$ cat config.mk
export PLATFORM = sky130hd
export DESIGN_NAME = wtb_loader
export DESIGN_NICKNAME = d
export VERILOG_FILES = /design/src/rtl/wtb_loader_pkg.sv /design/src/rtl/wtb_loader.sv
export SDC_FILE = /design/constraint.sdc
export NUM_CORES = 1
export LEC_CHECK = 0
export BUFFER_PORTS_ARGS = -buffer_cell sky130_fd_sc_hd__buf_4
export CAP_MARGIN = 20
export CORE_ASPECT_RATIO = 0.9
export CORE_MARGIN = 10
export CORE_UTILIZATION = 51
export DETAILED_ROUTE_END_ITERATION = 12
export PLACE_DENSITY = 0.78
export SLEW_MARGIN = 10
export SYNTH_ARGS = -nofsm -noshare
export SYNTH_HDL_FRONTEND = slang
export SYNTH_SLANG_ARGS = --single-unit
$ cat constraint.sdc
create_clock -name clk -period 2.23 [get_ports clk]
set_clock_uncertainty 0.1 [all_clocks]
set_input_delay 0.446 -clock clk [delete_from_list [all_inputs] [get_ports clk]]
set_output_delay 0.446 -clock clk [all_outputs]
set_load 0.02 [all_outputs]
$ cat src/rtl/wtb_loader_pkg.sv
// rtl/wtb_loader_pkg.sv - shared state encoding and address field layout for wtb_loader
package wtb_loader_pkg;

  // Loader FSM states; encodings are fixed so debug probes read the same everywhere.
  typedef enum logic [1:0] {
    IDLE  = 2'd0,
    REQ   = 2'd1,
    WRITE = 2'd2,
    DONE  = 2'd3
  } state_t;

  // Wavetable and waveform numbers are both 7 bits wide.
  localparam int NUM_W = 7;

  // Storage address is {wtb, wfm, idx}; idx occupies the low ADDR_W bits.
  function automatic int wfm_lsb(input int addr_w);
    return addr_w;
  endfunction

  function automatic int wtb_lsb(input int addr_w);
    return addr_w + NUM_W;
  endfunction

endpackage

$ cat src/rtl/wtb_loader.sv
// rtl/wtb_loader.sv - double-buffered wavetable loader from sample storage into wave RAM
module wtb_loader
  import wtb_loader_pkg::*;
#(
  parameter int SAMPLE_W = 8,
  parameter int ADDR_W   = 8
) (
  input  logic                  clk,
  input  logic                  rst,
  input  logic                  wtb_load,
  input  logic [NUM_W-1:0]      wtb_num,
  input  logic [NUM_W-1:0]      wfm_num,
  output logic                  src_req,
  output logic [14+ADDR_W-1:0]  src_addr,
  input  logic                  src_ack,
  input  logic [SAMPLE_W-1:0]   src_data,
  output logic                  wr_en,
  output logic                  wr_bank,
  output logic [ADDR_W-1:0]     wr_addr,
  output logic [SAMPLE_W-1:0]   wr_data,
  output logic                  play_bank,
  output logic                  busy,
  output logic                  done
);

  localparam int WFM_LSB = wfm_lsb(ADDR_W);
  localparam int WTB_LSB = wtb_lsb(ADDR_W);
  localparam logic [ADDR_W-1:0] IDX_LAST = '1;

  state_t               state, state_nxt;
  logic [ADDR_W-1:0]    idx;
  logic [NUM_W-1:0]     cur_wtb, cur_wfm;
  logic [NUM_W-1:0]     pend_wtb, pend_wfm;
  logic                 pending;
  logic [SAMPLE_W-1:0]  sample;

  // Control strobes from the FSM to the datapath registers.
  logic start_in;
  logic start_pend;
  logic capture;
  logic idx_inc;
  logic bank_flip;
  logic set_pend;

  // State register.
  always_ff @(posedge clk or posedge rst) begin
    if (rst) state <= IDLE;
    else     state <= state_nxt;
  end

  // Next-state and output decode; a request arriving in DONE beats an older pending one.
  always_comb begin
    state_nxt  = state;
    start_in   = 1'b0;
    start_pend = 1'b0;
    capture    = 1'b0;
    idx_inc    = 1'b0;
    bank_flip  = 1'b0;
    set_pend   = 1'b0;
    src_req    = 1'b0;
    wr_en      = 1'b0;
    done       = 1'b0;
    busy       = (state != IDLE);
    unique case (state)
      IDLE: begin
        if (wtb_load) begin
          start_in  = 1'b1;
          state_nxt = REQ;
        end
      end
      REQ: begin
        src_req  = 1'b1;
        set_pend = wtb_load;
        if (src_ack) begin
          capture   = 1'b1;
          state_nxt = WRITE;
        end
      end
      WRITE: begin
        wr_en    = 1'b1;
        set_pend = wtb_load;
        if (idx == IDX_LAST) begin
          bank_flip = 1'b1;
          state_nxt = DONE;
        end else begin
          idx_inc   = 1'b1;
          state_nxt = REQ;
        end
      end
      DONE: begin
        done = 1'b1;
        if (wtb_load) begin
          start_in  = 1'b1;
          state_nxt = REQ;
        end else if (pending) begin
          start_pend = 1'b1;
          state_nxt  = REQ;
        end else begin
          state_nxt = IDLE;
        end
      end
      default: state_nxt = IDLE;
    endcase
  end

  // Current selection, sample index and captured sample.
  always_ff @(posedge clk or posedge rst) begin
    if (rst) begin
      cur_wtb <= '0;
      cur_wfm <= '0;
      idx     <= '0;
      sample  <= '0;
    end else begin
      if (start_in) begin
        cur_wtb <= wtb_num;
        cur_wfm <= wfm_num;
        idx     <= '0;
      end else if (start_pend) begin
        cur_wtb <= pend_wtb;
        cur_wfm <= pend_wfm;
        idx     <= '0;
      end else if (idx_inc) begin
        idx <= idx + 1'b1;
      end
      if (capture) sample <= src_data;
    end
  end

  // Single-entry pending latch; a newer request overwrites an older one.
  always_ff @(posedge clk or posedge rst) begin
    if (rst) begin
      pending  <= 1'b0;
      pend_wtb <= '0;
      pend_wfm <= '0;
    end else if (set_pend) begin
      pending  <= 1'b1;
      pend_wtb <= wtb_num;
      pend_wfm <= wfm_num;
    end else if (start_in || start_pend) begin
      pending <= 1'b0;
    end
  end

  // Playback bank flips on the edge the last sample is written.
  always_ff @(posedge clk or posedge rst) begin
    if (rst)            play_bank <= 1'b0;
    else if (bank_flip) play_bank <= ~play_bank;
  end

  // Storage address assembled from the field offsets.
  always_comb begin
    src_addr                           = '0;
    src_addr[ADDR_W-1:0]               = idx;
    src_addr[WFM_LSB +: NUM_W]         = cur_wfm;
    src_addr[WTB_LSB +: NUM_W]         = cur_wtb;
  end

  assign wr_bank = ~play_bank;
  assign wr_addr = idx;
  assign wr_data = sample;

endmodule

== Word level (Yosys, flattened, before mapping) ==
Cells that the tools add are included.
Widths: inputs -> output; s select.

* Input bits: 26
* Logic and storage cells: 56
* Output and inout bits: 44
* Register bits after elaboration: 48

* $add $sub $neg: 1
* Mux-type cells: 30
* Reduce and logical (&&, ||, !) cells: 9
* Bitwise operators: 1
* Equal/unequal tests: 6

{| class="wikitable"
|+ Operator list
! operator !! number
|-
| $mux 7 || 4
|-
| $mux 8 || 3
|-
| $mux 1 || 19
|-
| $add 8x1->8 const B || 1
|-
| $eq 8x8->1 const B || 1
|-
| $pmux 2 s4 || 1
|-
| $mux 2 || 3
|-
| $reduce_bool 2->1 || 3
|-
| $eq 2x2->1 const B || 2
|-
| $ne 2x2->1 const B || 2
|-
| $reduce_or 2->1 || 2
|-
| $reduce_bool 3->1 || 1
|-
| $eq 2x1->1 const B || 1
|-
| $logic_not 2->1 || 1
|-
| $reduce_and 2->1 || 1
|-
| $logic_or 1x1->1 || 1
|-
| $not 1->1 || 1
|}

== Depth between registers and ports, before layout ==
Gate-level depths: netlist of the first run.

* Depth in word-level cells: 6
* Mapped depth: 7
* Depth with buffers taken out: 5

== Least setup slack after synthesis of the first run ==
OpenSTA, ideal clock, no wires.

* Path type: reg-to-reg
* From: reg state[0]
* To: reg cur_wfm[5]
* Data arrival time: 1.719 ns
* Cell stages (with the launch flop): 8
* Library setup time: 0.125 ns
* Clock period less this slack: 1.944 ns
* Slack: 0.286 ns
* Cell sequence: dfrtp_1 inv_1 ha_1 nor2b_4 buf_6 buf_6 mux2_4 mux2_4

* Word-level cells in the longest chain between the ends: 4

{| class="wikitable"
|+ Ends and longest elaborated chain
! what !! line !! RTL
|-
| start: declaration || wtb_loader.sv:30 || <nowiki>state_t state, state_nxt;</nowiki>
|-
| start signal: assignment || wtb_loader.sv:48 || <nowiki>else state <= state_nxt;</nowiki>
|-
| $eq 2x2->1 / $logic_not 2->1 (equally long branches) || wtb_loader.sv:64 || <nowiki>unique case (state)</nowiki>
|-
| $reduce_or 2->1 (no line) || -- ||
|-
| $mux 1 || -- ||
|-
| $mux 7 / $reduce_bool 2->1 (equally long branches) || -- ||
|-
| end signal: assignment || wtb_loader.sv:116 || <nowiki>cur_wfm <= wfm_num;</nowiki>
|-
| end signal: assignment || wtb_loader.sv:120 || <nowiki>cur_wfm <= pend_wfm;</nowiki>
|-
| end: declaration || wtb_loader.sv:32 || <nowiki>logic [NUM_W-1:0] cur_wtb, cur_wfm;</nowiki>
|}

Several ways; a longest one is shown, not always the timed one.
A chain may end at the register's enable or synchronous reset.

== Worst setup path after layout of the first run ==
* From: reg state[1]
* To: reg cur_wtb[5]

* Word-level cells in the longest chain between the ends: 4

{| class="wikitable"
|+ Ends and longest elaborated chain
! what !! line !! RTL
|-
| $eq 2x2->1 / $logic_not 2->1 (equally long branches) || wtb_loader.sv:64 ||
|-
| $reduce_or 2->1 (no line) || -- ||
|-
| $mux 1 || -- ||
|-
| $mux 7 / $reduce_bool 2->1 (equally long branches) || -- ||
|-
| end signal: assignment || wtb_loader.sv:115 || <nowiki>cur_wtb <= wtb_num;</nowiki>
|-
| end signal: assignment || wtb_loader.sv:119 || <nowiki>cur_wtb <= pend_wtb;</nowiki>
|-
| end: declaration || wtb_loader.sv:32 ||
|}

Several ways; a longest one is shown, not always the timed one.

==> run summary, run 1 <==
- xor/xnor share of the synthesized area: 0.370%
- area fraction in compound gates after synthesis: 4.55%
- cell types occupying the most area after synthesis: dfrtp_1 51%, mux2_2 13%, mux2_4 13%, ha_1 3.2%, buf_4 2.9%
- area of the core region: 0.00446 mm2
- arrival time of data at the critical path endpoint: 2140 ps
- data required time at the worst endpoint: 2310 ps
- fraction of final layout cells sized beyond drive strength 1: 54.5%
- row count: 23
- number of inserted filler cells in the final layout: 345
- EDFF count, synth: 0
- main flop type after synthesis: dfrtp_1
- post-CTS sizing: 0
- Worst R2R Start: state[1]
- power per standard cell area: 1470 mW/mm2
- number of pins exceeding their max-slew limit in the final report: 0
- starting DRC count in detailed routing: 68
- Min Clock Period, post-route: 2050 ps
- initial antenna violation count: 0
- post-synthesis share of cell area spent on full adders, half adders and majority gates: 3.17%
- total congestion overflow: 0
- most common cell in the synthesized netlist: dfrtp_1
- Net count, final: 276
- # Max-Cap Violations: 0
- worst reg2reg path endpoint: cur_wtb[5]
- wire length per cell: 16.5 um
- number of hold violations in the final report: 0
- number of levels the H-tree was split into: 2
- number of vias after detailed routing: 1545
- Total Negative Setup Slacks: 0 ps
- # port buffers: 69
- residual DRC count: 0
- slew at the pin with the worst max-slew slack: 531 ps
- floorplan die area: 0.00776 mm2
- LEAKAGE: 0.00144 uW
- clock slew at the register clock pins of the worst setup and hold paths: 90 ps
- chip width: 91.8 um
- run status: complete, no violations
- max_slew headroom: 64.5%
- crit path kind: reg -> reg
- combinational family with the most area after synthesis: multiplexers
- number of nets in the synthesized netlist: 207
- largest vdd supply drop: 0.747 mV
- most used standard cells in the synthesized netlist: 48 x dfrtp_1, 28 x mux2_2, 20 x mux2_4, 9 x buf_4
- buffers inserted by post-CTS timing repair: 0
- vias in the first global route: 1679
- detailed-route wire length: 5040 um
- largest fanout on the critical path: 8
- crit-path cells: inv_1 > ha_1 > nor2b_4 > buf_4 > mux2_2 > mux2_1
- clock tree root buffer cell: clkbuf_8
- DR WL met2: 2520 um
- final RePlAce weighted congestion: 0.799
- fraction of post-synthesis cell area in the top cell type by area: 50.8%
- flop2flop setup slack: 180 ps
- total clock sinks: 48
- setup repair after global routing missed its margin: false
- drt pass-1 iters: 4
- largest net degree at the start of global routing: 27
- Syn. warnings: 0
- Syn Std Cell Area: 0.00236 mm2
- HPWL reported at the end of detailed placement: 3930 um
- Post-CTS Hold Buffers: 0
- worst r2r path cells: 6
- Power Total: 4420 uW
- detailed-routed wire length on met3: 344 um
- share of flip-flops with an asynchronous set or reset after synthesis: 100%
- Worst Setup Slack post-DPL: 183 ps
- wire length of the first global-routing pass: 8450 um
- TritonCTS clock tree: done
- routed length on met1: 2140 um
- share of the clock period used by the worst path after layout: 92.0%
- clock insertion delay at the later pin of the skew report: 300 ps
- area added between synthesis and finish: 27.0%
- cts bufs inserted: 5
- average cell area after synthesis: 13.5 um2
- library cells used by synthesis: 34
- slack of the critical path: 178 ps
- global router's overall resource usage: 13.3%
- cell with the largest stage delay on the worst path: dfrtp_1
- Max Root-Sink Buffers: 2
- library cell with the largest summed area after synthesis: dfrtp_1
- topmost layer with routed signal wires: met4
- number of routed nets with antenna violations: 0
- FMAX: 487 MHz
- number of diodes: 0
- Post-Synthesis Cells: 175
- share of synthesized area spent on multiplexers: 27.8%
- Placed Instances: 299
- Cell Count, Final, Fillers Out: 306
- critical path startpoint category: register
- via-per-instance ratio: 5.05
- number of storage elements in the synthesis netlist: 48
- Setup violations, final: 0
- sequential-to-total area share from yosys stat: 50.8%
- fraction of the core area covered by cells at the end of the flow: 67.3%
- IO Pins: 70
- worst hold-check path type: in -> async
- area share of and/or/nand/nor cells after synthesis: 7.94%
- category of the worst setup path capture point: register
- start point of the critical path: state[1]
- largest stage delay on the critical path: 420 ps
- Die Height: 84.6 um
- initial cell density of the core: 53.0%
-- state kept, by name, indices dropped and copies added, names as in the netlist --
signal,flops
cur_wtb,7
pending,1
wr_addr,8
wr_data,8
play_bank,1
state,2
pend_wtb,7
pend_wfm,7
cur_wfm,7
-- worst max path at each step --
stage | slack [ps] | endpoint | cells after the start
after global placement | 250 | cur_wfm[0] | 6
after global routing | 70 | cur_wfm[0] | 6
after floorplan | 290 | cur_wfm[5] | 7
after CTS | 180 | cur_wfm[0] | 6
final | 180 | cur_wtb[5] | 6
after detailed placement | 180 | cur_wfm[0] | 6
-- metal layers --
layer  track usage [%]  up-vias
li1                  -      753
met1              15.3      748
met2              22.9       39
met3              5.16        5
met4              2.94        0
met5                 0        -
-- power by group --
group | total (uW) | switching (uW) | internal, uW
registers | 1490 | 229 | 1260
logic | 2420 | 1070 | 1350
clock network | 503 | 290 | 213
-- cell type report --
cell class              instances  area, um2  share of cell area [%]
repair buffers                 76        583                    19.4
clock inverters                 2       12.5                   0.417
flip-flops and latches         48       1200                    40.0
inverters                       6       22.5                   0.750
clock buffers                   5       68.8                    2.29
multi-input cells             107       1040                    34.5
well taps                      62       77.6                    2.58
-- cells in the final DEF, fill, tap and decap left out, types with 2 or more instances in the layout --
cell / netlist / final
buf_4: 9 / 75
nand2b_1: 2 / 2
and3_1: 2 / 2
a211oi_1: 4 / 4
mux2_2: 28 / 28
dfrtp_1: 48 / 48
ha_1: 6 / 6
nand4_1: 2 / 2
nand3_1: 5 / 5
nand3b_1: 2 / 2
a21oi_1: 5 / 5
mux2i_1: 2 / 2
mux2_4: 20 / 20
inv_1: 6 / 5
nand2_1: 4 / 4
nor2_1: 2 / 2
nor3_1: 6 / 6
clkbuf_8: 0 / 5
mux2_1: 2 / 2
nor2b_1: 2 / 2
a2bb2oi_1: 2 / 2
-- cell families (layout without fill, tap and decap cells) --
logic type	after synthesis	after routing
mux	52	52
simple gates	32	32
xor+xnor	1	1
compound gates	16	16
flops	48	48
buf+inv	20	89
fa+ha+maj	6	6
-- critical path: cells and delay by family (launching register included) --
family / cells / cell delay, ps
adder cells (fa/ha/maj): 1 / 350
buffers and inverters: 2 / 310
flip-flops: 1 / 420
multiplexers: 2 / 630
AND/OR/NAND/NOR: 1 / 130
-- metrics by stage --
step	hold slack (ps)	instance area [um2]
floorplan	375	2360
global placement	376	2920
detailed placement	384	2920
CTS	96.5	3000
global route	125	3000
finish	77.7	3000
Note: power is estimated with default switching activity, not from simulation.
==> inputs of run 2 (changes only) <==
==> config.mk (replaced) <==
export PLATFORM = sky130hd
export DESIGN_NAME = wtb_loader
export DESIGN_NICKNAME = d
export VERILOG_FILES = /design/src/rtl/wtb_loader_pkg.sv /design/src/rtl/wtb_loader.sv
export SDC_FILE = /design/constraint.sdc
export NUM_CORES = 1
export LEC_CHECK = 0
export CAP_MARGIN = 20
export CORE_ASPECT_RATIO = 0.9
export CORE_MARGIN = 10
export CORE_UTILIZATION = 62
export DETAILED_ROUTE_END_ITERATION = 12
export DONT_BUFFER_PORTS = 1
export PLACE_DENSITY = 0.77
export RECOVER_POWER = 25
export SLEW_MARGIN = 20
export SYNTH_ARGS = -nofsm -noshare
export SYNTH_HDL_FRONTEND = slang
export SYNTH_SLANG_ARGS = --single-unit
==> run summary, run 2 (same netlist as run 1, synthesis figures left out) <==
- global router's overall resource usage: 13.7%, was 13.3%
- number of levels the H-tree was split into: 2, unchanged
- cell with the largest stage delay on the worst path: dfrtp_1, unchanged
- worst hold path stage count: 1
- slew at the pin with the worst max-slew slack: 1160 ps, was 531 ps
- worst reg2reg path endpoint: cur_wfm[6], was cur_wtb[5]
- FMAX: 492 MHz, was 487 MHz
- category of the worst setup path capture point: register, unchanged
- floorplan die area: 0.00669 mm2, was 0.00776 mm2
- sequential group share of total power: 42.9%, was 33.7%
- share of the clock period used by the worst path after layout: 91.2%, was 92.0%
- crit path kind: reg -> reg, unchanged
- final RePlAce weighted congestion: 0.764, was 0.799
- Net Sw Power: 1540 uW, was 1590 uW
- detailed-routed wire length on met3: 518 um, was 344 um
- topmost layer with routed signal wires: met4, unchanged
- number of diodes: 0, unchanged
- leading cell type in the layout, fill and taps excluded: dfrtp_1, was buf_4
- number of hold violations in the final report: 0, unchanged
- fraction of final layout cells sized beyond drive strength 1: 37.1%, was 54.5%
- Net count, final: 209, was 276
- total clock sinks: 48, unchanged
- # port buffers: 0, was 69
- largest net degree at the start of global routing: 49, was 27
- area added between synthesis and finish: 6.03%, was 27.0%
- DR WL met2: 2390 um, was 2520 um
- Total Negative Setup Slacks: 0 ps, unchanged
- initial antenna violation count: 0, unchanged
- Placed Instances: 216, was 299
- area post-placement: 0.00240 mm2, was 0.00292 mm2
- commonest non-fill, non-tap cells in the layout: 48 x dfrtp_1, 28 x mux2_2, 20 x mux2_4, was 75 x buf_4, 48 x dfrtp_1, 28 x mux2_2
- row count: 21, was 23
- largest stage delay on the critical path: 420 ps, about the same
- number of pins exceeding their max-slew limit in the final report: 0, unchanged
- starting DRC count in detailed routing: 46, was 68
- number of vias after detailed routing: 1369, was 1545
- Min Clock Period, post-route: 2030 ps, was 2050 ps
- Switching Fraction: 37.0%, was 36.1%
- Pint: 2610 uW, was 2820 uW
- largest vdd supply drop: 0.951 mV, was 0.747 mV
- startpoint of the worst hold path: src_data[5]
- detailed-route wire length: 4720 um, was 5040 um
- Die Height: 78.6 um, was 84.6 um
- slack of the critical path: 197 ps, was 178 ps
- TritonCTS clock tree: done, unchanged
- total congestion overflow: 0, unchanged
- number of inserted filler cells in the final layout: 259, was 345
- wire length per cell: 21.0 um, was 16.5 um
- residual DRC count: 0, unchanged
- number of routed nets with antenna violations: 0, unchanged
- LEAKAGE: 0.00112 uW, was 0.00144 uW
- HPWL reported at the end of detailed placement: 3470 um, was 3930 um
- fraction of the core area covered by cells at the end of the flow: 67.7%, was 67.3%
- chip width: 85.1 um, was 91.8 um
- Worst Hold Path EP: wr_data[5]
- setup repair after global routing missed its margin: false, unchanged
- worst r2r path cells: 6, unchanged
- drt pass-1 iters: 4, unchanged
- IO Pins: 70, unchanged
- max_slew headroom: 22.9%, was 64.5%
- post-CTS sizing: 0, unchanged
- flop2flop setup slack: 200 ps, was 180 ps
- arrival time of data at the critical path endpoint: 2110 ps, was 2140 ps
- # Max-Cap Violations: 0, unchanged
- Worst R2R Start: state[0], was state[1]
- routed length on met1: 1740 um, was 2140 um
- Max Root-Sink Buffers: 2, unchanged
- clock tree root buffer cell: clkbuf_8, unchanged
- worst hold-check path type: in -> reg, was in -> async
- run status: complete, no violations, unchanged
- vias in the first global route: 1479, was 1679
- critical path startpoint category: register, unchanged
- clock insertion delay at the later pin of the skew report: 290 ps, was 300 ps
- power per standard cell area: 1660 mW/mm2, was 1470 mW/mm2
- Setup violations, final: 0, unchanged
- data required time at the worst endpoint: 2310 ps, about the same
- Cell Count, Final, Fillers Out: 224, was 306
- Worst Setup Slack post-DPL: 201 ps, was 183 ps
- cts bufs inserted: 5, unchanged
- part of the total power dissipated in combinational logic: 42.1%, was 54.9%
- clock power share: 14.9%, was 11.4%
- largest fanout on the critical path: 20, was 8
- Post-CTS Hold Buffers: 0, unchanged
- wire length of the first global-routing pass: 7350 um, was 8450 um
- initial cell density of the core: 63.8%, was 53.0%
- crit-path cells: inv_1 > ha_1 > nand2b_1 > nand2_1 > buf_12 > mux2_2, was inv_1 > ha_1 > nor2b_4 > buf_4 > mux2_2 > mux2_1
- cell area after layout: 0.00251 mm2, was 0.00300 mm2
- clock slew at the register clock pins of the worst setup and hold paths: 90 ps, about the same
- area of the core region: 0.00370 mm2, was 0.00446 mm2
- via-per-instance ratio: 6.11, was 5.05
- buffers inserted by post-CTS timing repair: 0, unchanged
-- run 2: changes by cell type in the layout (fill, tap and decap cells not counted), sizes merged --
cell and delta:
buf -68, clkbuf +1, bufinv +1
-- run 2: worst max path at each step --
| stage | start | end | slack (ps) |
|---|---|---|---|
| 6_report | state[0] | cur_wfm[6] | 200 |
| 5_1_grt | state[0] | cur_wfm[6] | 130 |
| 4_1_cts | state[0] | cur_wtb[5] | 180 |
| 3_5_place_dp | state[0] | cur_wtb[4] | 200 |
| 3_3_place_gp | state[0] | cur_wtb[4] | 310 |
| 2_1_floorplan | state[0] | cur_wfm[5] | 290 |
-- run 2: power groups by stage --
stage	Clock, uW	Combinational, uW	Sequential (uW)
after CTS	629	1770	1800
final	620	1750	1780
after floorplan	0	1480	1730
after detailed placement	0	1750	1810
after global placement	0	1660	1790
after global routing	671	1880	1840
-- run 2: metal layers --
metal | up-vias | track usage (%)
met3 | 10 | 8.57
met5 | - | 0
met4 | 0 | 4.61
met2 | 60 | 23.3
met1 | 677 | 13.4
li1 | 622 | -
-- run 2: through the flow --
stage	hold WS [ps]	total power (uW)
after floorplan	375	3210
after global placement	385	3450
after detailed placement	395	3570
after CTS	92.9	4200
after global routing	169	4400
final	190	4150
-- run 2: layout make-up --
type	count	area [um2]	area share, %
Multi-Input combinational cell	107	1040	41.4
Inverter	6	22.5	0.898
Clock buffer	5	68.8	2.74
Sequential cell	48	1200	47.9
Timing Repair Buffer	9	77.6	3.09
Clock inverter	3	42.5	1.70
Tap cell	46	57.6	2.30
-- run 2: critical path, delay by kind of cell, from the launching register on --
family / cells / cell delay, ps
simple gates: 2 / 380
mux: 1 / 340
flops: 1 / 420
fa+ha+maj: 1 / 370
buf+inv: 2 / 310
==> inputs of run 3 (changes only) <==
--- a/config.mk
+++ b/config.mk
@@ -6,9 +6,12 @@
 export NUM_CORES = 1
 export LEC_CHECK = 0
 export CAP_MARGIN = 20
+export CELL_PAD_IN_SITES_DETAIL_PLACEMENT = 1
+export CELL_PAD_IN_SITES_GLOBAL_PLACEMENT = 2
 export CORE_ASPECT_RATIO = 0.9
 export CORE_MARGIN = 10
-export CORE_UTILIZATION = 62
+export CORE_UTILIZATION = 41
+export CTS_CLUSTER_SIZE = 20
 export DETAILED_ROUTE_END_ITERATION = 12
 export DONT_BUFFER_PORTS = 1
 export PLACE_DENSITY = 0.77
==> run summary, run 3 (same netlist as run 1, synthesis figures left out) <==
- run status: complete, no violations, unchanged
- wire length per cell: 21.4 um, was 21.0 um
- row count: 26, was 21
- final RePlAce weighted congestion: 0.787, was 0.764
- HPWL reported at the end of detailed placement: 4350 um, was 3470 um
- Max Root-Sink Buffers: 2, unchanged
- IO Pins: 70, unchanged
- crit path buf inv count: 2, unchanged
- data required time at the worst endpoint: 2330 ps, was 2310 ps
- worst hold-check path type: in -> reg, unchanged
- clock slew at the register clock pins of the worst setup and hold paths: 90 ps, about the same
- area of the multi-input gates: 0.00104 mm2, about the same
- category of the worst setup path capture point: register, unchanged
- number of hold violations in the final report: 0, unchanged
- setup repair after global routing missed its margin: false, unchanged
- Setup violations, final: 0, unchanged
- global routing met2 resource utilization: 20.2%, was 23.3%
- global-route met3 utilization: 7.80%, was 8.57%
- commonest non-fill, non-tap cells in the layout: 48 x dfrtp_1, 28 x mux2_2, 20 x mux2_4, unchanged
- crit-path cells: inv_1 > ha_1 > nor2b_4 > buf_12 > mux2_4 > mux2_4, was inv_1 > ha_1 > nand2b_1 > nand2_1 > buf_12 > mux2_2
- floorplan die area: 0.00921 mm2, was 0.00669 mm2
- met1 capacity usage during global routing: 11.9%, was 13.4%
- clock insertion delay at the later pin of the skew report: 300 ps, was 290 ps
- fraction of final layout cells sized beyond drive strength 1: 38.5%, was 37.1%
- Placed Instances: 243, was 216
- cts bufs inserted: 5, unchanged
- initial cell density of the core: 42.0%, was 63.8%
- area taken by flip-flops and latches: 0.00120 mm2, unchanged
- number of diodes: 0, unchanged
- # port buffers: 0, unchanged
- cell with the largest stage delay on the worst path: dfrtp_1, unchanged
- via-per-instance ratio: 5.49, was 6.11
- drt pass-1 iters: 2, was 4
- vias in the first global route: 1637, was 1479
- clock tree root buffer cell: clkbuf_8, unchanged
- LEAKAGE: 0.00114 uW, was 0.00112 uW
- largest stage delay on the critical path: 420 ps, about the same
- largest vdd supply drop: 0.611 mV, was 0.951 mV
- slack of the critical path: 129 ps, was 197 ps
- arrival time of data at the critical path endpoint: 2200 ps, was 2110 ps
- power per standard cell area: 1640 mW/mm2, was 1660 mW/mm2
- Crit path top cell by count: mux2_4
- global router's overall resource usage: 12.1%, was 13.7%
- leading cell type in the layout, fill and taps excluded: dfrtp_1, unchanged
- Die Height: 92.1 um, was 78.6 um
- Total Negative Setup Slacks: 0 ps, unchanged
- Worst Setup Slack post-DPL: 36.6 ps, was 201 ps
- residual DRC count: 0, unchanged
- Net count, final: 213, was 209
- Top Usage Layer GRT: met2, unchanged
- slew at the pin with the worst max-slew slack: 584 ps, was 1160 ps
- number of pins exceeding their max-slew limit in the final report: 0, unchanged
- crit path kind: reg -> reg, unchanged
- chip width: 100 um, was 85.1 um
- Cell Count, Final, Fillers Out: 252, was 224
- initial antenna violation count: 0, unchanged
- number of routed nets with antenna violations: 0, unchanged
- wire length of the first global-routing pass: 8860 um, was 7350 um
- area of the core region: 0.00563 mm2, was 0.00370 mm2
- detailed-route wire length: 5400 um, was 4720 um
- total congestion overflow: 0, unchanged
- critical path startpoint category: register, unchanged
- number of vias after detailed routing: 1384, was 1369
- TritonCTS clock tree: done, unchanged
- total clock sinks: 48, unchanged
- FMAX: 476 MHz, was 492 MHz
- largest fanout on the critical path: 10, was 20
- largest net degree at the start of global routing: 19, was 49
- share of the clock period used by the worst path after layout: 94.2%, was 91.2%
- family with the most delay on the worst path: multiplexers, was flip-flops
- Min Clock Period, post-route: 2100 ps, was 2030 ps
- starting DRC count in detailed routing: 8, was 46
- area added between synthesis and finish: 8.68%, was 6.03%
- number of inserted filler cells in the final layout: 574, was 259
- number of levels the H-tree was split into: 2, unchanged
- # Max-Cap Violations: 0, unchanged
- max_slew headroom: 61.0%, was 22.9%
- fraction of the core area covered by cells at the end of the flow: 45.7%, was 67.7%
- Hold Worst Slack: 183 ps, was 190 ps
## run 3: cell types whose count changed in the layout (fill, tap and decap cells not counted), sizes merged
| cell | change |
|---|---|
| buf | +2 |
| clkbuf | +1 |
| dlygate4sd3 | +1 |
## run 3: repair_timing
item	CTS	global route
hold buffers	1	0
setup buffers	0	0
endpoints found under the setup margin	0	15
endpoints found under the hold margin	12	0
gates resized for setup	0	1
## run 3: final timing paths
path	from	endpoint	slack, ps	cells after the start
min in group asynchronous	rst	cur_wtb[0]	540	2
max in group asynchronous	rst	wr_data[2]	650	3
hold reg to reg	pend_wtb[0]	pend_wtb[0]	410	1
hold / removal	wtb_num[1]	pend_wtb[1]	180	1
setup reg to reg	state[0]	cur_wfm[5]	130	6
setup / recovery	state[0]	cur_wfm[5]	130	6
## run 3: routing by layer
metal | share of wire [%] | vias up
met3 | 12 | 8
li1 | - | 624
met5 | 0 | -
met2 | 49 | 49
met1 | 37 | 703
met4 | 1.4 | 0
## run 3: power breakdown
part | switching (uW) | internal (uW) | leakage (uW) | total, uW
clock | 297 | 332 | 0.0000541 | 629
sequential | 541 | 1260 | 0.000584 | 1800
combinational | 742 | 1040 | 0.000505 | 1780
total | 1580 | 2630 | 0.00114 | 4210
## run 3: metrics by stage
| step | power [uW] | area [um2] |
|---|---|---|
| final | 4210 | 2570 |
| after global routing | 4510 | 2570 |
| after CTS | 4290 | 2570 |
| after detailed placement | 3650 | 2450 |
| after global placement | 3510 | 2450 |
| after floorplan | 3210 | 2360 |
## run 3: area by class of cell
| type | count | area share, % |
|---|---|---|
| Sequential cell | 48 | 46.7 |
| Multi-Input combinational cell | 107 | 40.5 |
| Clock inverter | 3 | 1.66 |
| Timing Repair Buffer | 13 | 4.19 |
| Tap cell | 70 | 3.41 |
| Clock buffer | 5 | 2.68 |
| Inverter | 6 | 0.876 |
## run 3: worst register-to-register path, stage by stage (launching register included)
cell     delay, ps
dfrtp_1        420
inv_1          110
ha_1           370
nor2b_4        240
buf_12         190
mux2_4         320
mux2_4         260
